### src/rtl/cw305_pmul_operand_ctrl.sv
// Register-bus front end for the P-256 point-multiply core: byte-wide operand
// assembly, GO/status handling, result capture, trigger generation and watchdog.
module cw305_pmul_operand_ctrl #(
  parameter int         pBYTECNT_SIZE = 8,
  parameter int         pTIMEOUT      = 2**24,
  parameter logic [4:0] pREG_GO       = 5'h00,
  parameter logic [4:0] pREG_K        = 5'h01,
  parameter logic [4:0] pREG_GX       = 5'h02,
  parameter logic [4:0] pREG_GY       = 5'h03,
  parameter logic [4:0] pREG_RX       = 5'h04,
  parameter logic [4:0] pREG_RY       = 5'h05
) (
  input  logic                     crypto_clk,
  input  logic                     reset_i,
  input  logic [4:0]               reg_addr,
  input  logic [pBYTECNT_SIZE-1:0] reg_bytecnt,
  input  logic                     reg_wr,
  input  logic [7:0]               reg_wdata,
  output logic [7:0]               reg_rdata,
  output logic                     core_start,
  output logic [255:0]             core_k,
  output logic [255:0]             core_gx,
  output logic [255:0]             core_gy,
  input  logic                     core_done,
  input  logic [255:0]             core_rx,
  input  logic [255:0]             core_ry,
  output logic                     busy_o,
  output logic                     trigger_o
);
  localparam int WD_W = $clog2(pTIMEOUT) + 1;

  typedef enum logic [1:0] {IDLE, START, WAIT} state_t;
  state_t state, state_nxt;

  logic [255:0]    op_k, op_gx, op_gy, res_rx, res_ry;
  logic            err_wr, err_to;
  logic [WD_W-1:0] wdog;
  logic            byte_ok, is_op, op_wr, go_wr, go_req, go_clr, timeout, idle;
  logic [4:0]      idx;
  logic [255:0]    rd_word;
  logic [7:0]      rd_byte;

  assign idx     = reg_bytecnt[4:0];
  assign byte_ok = (reg_bytecnt < 32);
  assign is_op   = (reg_addr == pREG_K) || (reg_addr == pREG_GX) || (reg_addr == pREG_GY);
  assign op_wr   = reg_wr && is_op && byte_ok;
  assign go_wr   = reg_wr && (reg_addr == pREG_GO);
  assign go_req  = go_wr && reg_wdata[0];
  assign go_clr  = go_wr && reg_wdata[2];
  assign idle    = (state == IDLE);
  // A done pulse on the final watchdog cycle still counts as completion.
  assign timeout = (state == WAIT) && !core_done && (wdog == WD_W'(pTIMEOUT - 1));

  assign busy_o     = !idle;
  assign trigger_o  = !idle;
  assign core_start = (state == START);

  always_ff @(posedge crypto_clk or posedge reset_i) begin
    if (reset_i) state <= IDLE;
    else         state <= state_nxt;
  end

  always_comb begin
    state_nxt = state;
    case (state)
      IDLE:    if (go_req) state_nxt = START;
      START:   state_nxt = WAIT;
      WAIT:    if (core_done || timeout) state_nxt = IDLE;
      default: state_nxt = IDLE;
    endcase
  end

  always_comb begin
    rd_word = '0;
    rd_byte = 8'h00;
    if (reg_addr == pREG_GO) begin
      rd_byte = {4'b0, err_to, 1'b0, err_wr, busy_o};
    end else if (byte_ok) begin
      if      (reg_addr == pREG_K)  rd_word = op_k;
      else if (reg_addr == pREG_GX) rd_word = op_gx;
      else if (reg_addr == pREG_GY) rd_word = op_gy;
      else if (reg_addr == pREG_RX) rd_word = res_rx;
      else if (reg_addr == pREG_RY) rd_word = res_ry;
      rd_byte = rd_word[8*idx +: 8];
    end
  end

  always_ff @(posedge crypto_clk or posedge reset_i) begin
    if (reset_i) begin
      op_k      <= '0;
      op_gx     <= '0;
      op_gy     <= '0;
      res_rx    <= '0;
      res_ry    <= '0;
      core_k    <= '0;
      core_gx   <= '0;
      core_gy   <= '0;
      err_wr    <= 1'b0;
      err_to    <= 1'b0;
      wdog      <= '0;
      reg_rdata <= 8'h00;
    end else begin
      reg_rdata <= rd_byte;
      if (op_wr && idle) begin
        if      (reg_addr == pREG_K)  op_k[8*idx +: 8]  <= reg_wdata;
        else if (reg_addr == pREG_GX) op_gx[8*idx +: 8] <= reg_wdata;
        else                          op_gy[8*idx +: 8] <= reg_wdata;
      end
      // Snapshot on acceptance so core_* are already stable in the start cycle.
      if (go_req && idle) begin
        core_k  <= op_k;
        core_gx <= op_gx;
        core_gy <= op_gy;
        res_rx  <= '0;
        res_ry  <= '0;
      end
      if ((state == WAIT) && core_done) begin
        res_rx <= core_rx;
        res_ry <= core_ry;
      end
      if (state == START)     wdog <= '0;
      else if (state == WAIT) wdog <= wdog + 1'b1;
      // Setting an error wins over a clear arriving in the same cycle.
      if ((op_wr || go_req) && !idle) err_wr <= 1'b1;
      else if (go_clr)                err_wr <= 1'b0;
      if (timeout)     err_to <= 1'b1;
      else if (go_clr) err_to <= 1'b0;
    end
  end
endmodule

### config.mk
export PLATFORM = sky130hd
export DESIGN_NAME = cw305_pmul_operand_ctrl
export DESIGN_NICKNAME = d
export VERILOG_FILES = /design/src/rtl/cw305_pmul_operand_ctrl.sv
export SDC_FILE = /design/constraint.sdc
export NUM_CORES = 2
export LEC_CHECK = 0
export ABC_AREA = 1
export BUFFER_PORTS_ARGS = -buffer_cell sky130_fd_sc_hd__clkbuf_2
export CAP_MARGIN = 20
export CORE_UTILIZATION = 35
export CTS_CLUSTER_DIAMETER = 30
export DETAILED_ROUTE_END_ITERATION = 10
export PLACE_DENSITY_LB_ADDON = 0.12
export SLEW_MARGIN = 20
export SYNTH_ARGS = -nofsm -noshare
export SYNTH_HDL_FRONTEND = slang
export SYNTH_SLANG_ARGS = --single-unit
### constraint.sdc
create_clock -name crypto_clk -period 61.5 [get_ports crypto_clk]
set_input_delay 3.075 -clock crypto_clk [delete_from_list [all_inputs] [get_ports crypto_clk]]
set_output_delay 3.075 -clock crypto_clk [all_outputs]
set_load 0.005 [all_outputs]
* Word-level counts from Yosys, hierarchy flattened
Cells that the tools add are included.
** Word-level totals
- Input port bits :: 537
- Register bits after elaboration :: 2085
- Output and inout bits :: 779
- Word-level logic and storage cells :: 81
** Operators by class
- Reduce and logical (&&, ||, !) cells :: 27
- Muxes and demuxes :: 23
- Shift operators :: 3
- Equality and inequality tests :: 10
- Bitwise operators :: 2
- Add/sub/neg operators :: 2
- Order comparisons :: 1
** Operator list (number)
- $mux W256 :: 10
- $bwmux W256 :: 3
- $shift A8 B34 Y256 const A :: 1
- $shiftx A256 B9 Y8 :: 1
- $shiftx A8 B34 Y256 :: 1
- $mux W25 :: 2
- $neg A8 Y34 :: 1
- $add A25 B1 Y25 const B :: 1
- $eq A25 B24 Y1 const B :: 1
- $mux W8 :: 2
- $logic_and A1 B1 Y1 :: 11
- $eq A5 B2 Y1 const B :: 2
- $eq A5 B3 Y1 const B :: 2
- $lt A8 B6 Y1 const B :: 1
- $reduce_bool A2 Y1 :: 4
- $pmux W2 S3 :: 1
- $reduce_and A3 Y1 :: 2
- $eq A5 B1 Y1 const B :: 1
- $logic_not A5 Y1 :: 1
- $logic_or A1 B1 Y1 :: 4
- $mux W2 :: 2
- $reduce_and A2 Y1 :: 2
- $mux W1 :: 3
- $eq A2 B1 Y1 const B :: 1
- 6 further kinds :: 8

* Logic depth before layout (Yosys ltp)
- Depth after elaboration :: 11
- Mapped depth :: 17
- Mapped depth without buffers :: 15

* Least setup slack after synthesis
Ideal clock, no wire load.
- Path kind :: input port to flip-flop
- From :: in reg_bytecnt[0]
- To :: reg op_k[112]
- Stages :: 17
- Arrival :: 6.266 ns
- Setup slack :: 55.113 ns
- Cell sequence :: inv_1 > clkbuf_1 > clkbuf_1 > clkbuf_1 > ha_1 > nand2_1 > nor2_1 > ha_1 > clkbuf_1 > clkinv_1 > nor3_1 > buf_2 > buf_2 > nand3_1 > buf_2 > nand2_1 > o21ai_1
** Between the ends
- Word-level cells in the longest chain between the ends :: 4
- Elaborated cells between the ends (all ways) :: 8
** RTL lines
- start: declaration :: line 16 : input logic [pBYTECNT_SIZE-1:0] reg_bytecnt,
- branches (longest 4 deep; another with $neg A8 Y34)
- end signal: indexed assignment :: line 105 : if (reg_addr == pREG_K) op_k[8*idx +: 8] <= reg_wdata;
- end: declaration :: line 35 : logic [255:0] op_k, op_gx, op_gy, res_rx, res_ry;
Several ways; the timed one is not identified.
A chain may end at the register's enable or synchronous reset.

==> reports/metrics.csv <==
metric;value;unit
antenna_found_initial;72;
netlist-cell-type-count;40;
synth_area;91900;um2
power.density;41.4;nW/um2
cpLargestDelayFamily;buffers and inverters;
portBuffers;1315;
track_usage;35.7;%
slew_violations;0;
period_minus_slack;8.55;ns
crit_chain;clkbuf_2, clkinvlp_4, buf_4, buf_4, buf_12, buf_4, buf_4, buf_4, buf_4;
die_w;514;um
grt_pass1_wl;660;mm
synth_edf_count;0;
die_h;514;um
status;complete, no violations;
syn2layout_area_growth;30.8;%
avgRoutedWirePerCell;30.9;um
routed_wl;485;mm
syn_nets;11000;
viasPerCell;5.45;
max_stage_delay;0.91;ns
stdcell_count;15700;
path_class;in -> async;
cp-end-kind;async pin;
num_rows;187;
hold_path_class;reg -> reg;
grt_max_degree;219;
synth_top_area_share;56.8;%
die_area;265000;um2
start_util;35.3;%
path_buf_inv;9;
postCtsHoldBufs;0;
max-vdd-ir-drop;0.0334;mV
drive_gt1_share;23.2;%
timing.final.crit_share;13.9;%
setup_tns;0;ns
grt_pass1_vias;83000;
slowest_stage;buf_4;
path_common_cell;buf_4;
stdcell_area;120000;um2
post_cts_buffers;0;
r2r_slack;56.87;ns
syn_inst;10500;
setup_violations;0;
clkLatencyLatePin;0.95;ns
synthTopCellsByArea;dfrtp_1, nand2_1, o21ai_0, nand3_1, mux2_2;
cts_buffers;535;
vias;85500;
gp_congestion;1.00;
skew;0.0515;ns
ys_ff_latch;2085;
maxCapViolations;0;
ios;1316;
coreArea;260000;um2
crit_path_max_fanout;175;
dpl.hpwl;357;mm
dp.cells;14700;
ys_seq_area_share;56.8;%
clockRootBuffer;clkbuf_16;
worstMarginPinSlew;1.30;ns
max-slew-margin-rel;12.8;%
cts_sinks;2085;
worstPathArrival;9.48;ns
synth_warnings;0;
place_area;101000;um2
yosysTopAreaCell;dfrtp_1;
async_reset_ff_share;100;%
yosysMostFrequentCell;nand2_1;
ys.flop_type;dfrtp_1;
netlist_top_cells_count;nand2_1, dfrtp_1, o21ai_0;
leakage;57.9;nW
syn_area_per_cell;8.78;um2
dr.pass1.iters;6;
worst_setup_path_start_kind;primary input;
ant_nets;0;
overflow;0;
nets;12300;
drt_iter0_markers;9443;
drc_errors;0;
htree_levels;6;
cts.repair.resized;0;
fmax;117;MHz
critical_path_required;62.43;ns
rsz0062_at_grt;false;
clk_pin_slew;0.04;ns
clockBufferDepth;4;
finalHoldViolations;0;
cts_tree;yes;
## logic make-up after synthesis
family / share of synthesized area, %
AOI/OAI and AO/OA: 11.9
xor gates and xnor gates: 0.00953
adders and majority gates: 0.0817
buffers and inverters: 6.43
DFF: 56.8
muxes: 4.96
and+or+nand+nor: 19.8
## placed cells by master (no fill, tap or decap), drive strengths merged
master / instances
nor3: 44
xnor2: 1
nor2: 245
o22ai: 36
o221ai: 2
nand3b: 8
inv: 846
o21bai: 2
a41oi: 4
bufinv: 57
nand2: 2717
diode: 35
ha: 6
a31oi: 10
o2111ai: 14
nor4: 2
mux2: 405
clkinv: 122
o211ai: 88
buf: 145
nand4: 40
a311oi: 7
clkinvlp: 27
nand3: 1252
a211oi: 3
o21ai: 1749
a21oi: 199
dfrtp: 2085
clkbuf: 2030
nor3b: 3
## metal layers
layer / vias to the layer above / GRT usage, % / share of wire, %
met3: 908 / 9.85 / 9.0
met5: - / 0.438 / 0.078
met4: 34 / 21.8 / 6.8
met2: 4217 / 55.0 / 45
met1: 43000 / 44.5 / 39
li1: 37300 / - / -
## final cells by class
| class | instances | area (um2) |
|---|---|---|
| clock buffers | 719 | 15300 |
| inverters | 822 | 3100 |
| diodes | 35 | 87.6 |
| flip-flops and latches | 2085 | 52200 |
| well taps | 3496 | 4370 |
| repair buffers | 1456 | 7830 |
| multi-input cells | 6837 | 34000 |
| fillers | 25500 | 140000 |
| clock inverters | 230 | 3350 |
## final timing paths
kind,start,end,cells after the start
setup / recovery,reset_i,core_gx[205],9
hold / removal,wdog[23],wdog[23],1
setup reg to reg,state[0],res_ry[83],7
hold reg to reg,wdog[23],wdog[23],1
max in group crypto_clk,reg_bytecnt[1],op_gx[88],14
min in group asynchronous,reset_i,core_gx[156],2
## power breakdown
| part | leakage (nW) | total (mW) | switching [mW] | internal (mW) |
|---|---|---|---|---|
| Sequential | 28.3 | 1.61 | 0.0733 | 1.54 |
| Combinational | 20.5 | 0.481 | 0.353 | 0.128 |
| Clock | 9.10 | 2.89 | 0.906 | 1.98 |
## sequential cells by signal, indices dropped and copies added, names as in the netlist
register / flops
reg_rdata: 8
err_wr: 1
res_rx: 256
state: 2
wdog: 25
core_k: 256
err_to: 1
res_ry: 256
op_gy: 256
core_gy: 256
op_gx: 256
core_gx: 256
op_k: 256
## stage by stage
step	utilization [%]	power [mW]	hold slack, ns	worst slack [ns]
finish	46.2	4.98	0.472	52.95
global route	46.1	5.14	0.496	51.98
CTS	46.1	4.99	0.471	52.68
detailed placement	38.9	2.10	0.458	51.73
global placement	38.9	2.09	0.462	51.89
floorplan	-	1.91	0.433	29.47
(Power assumes the default switching activity.)
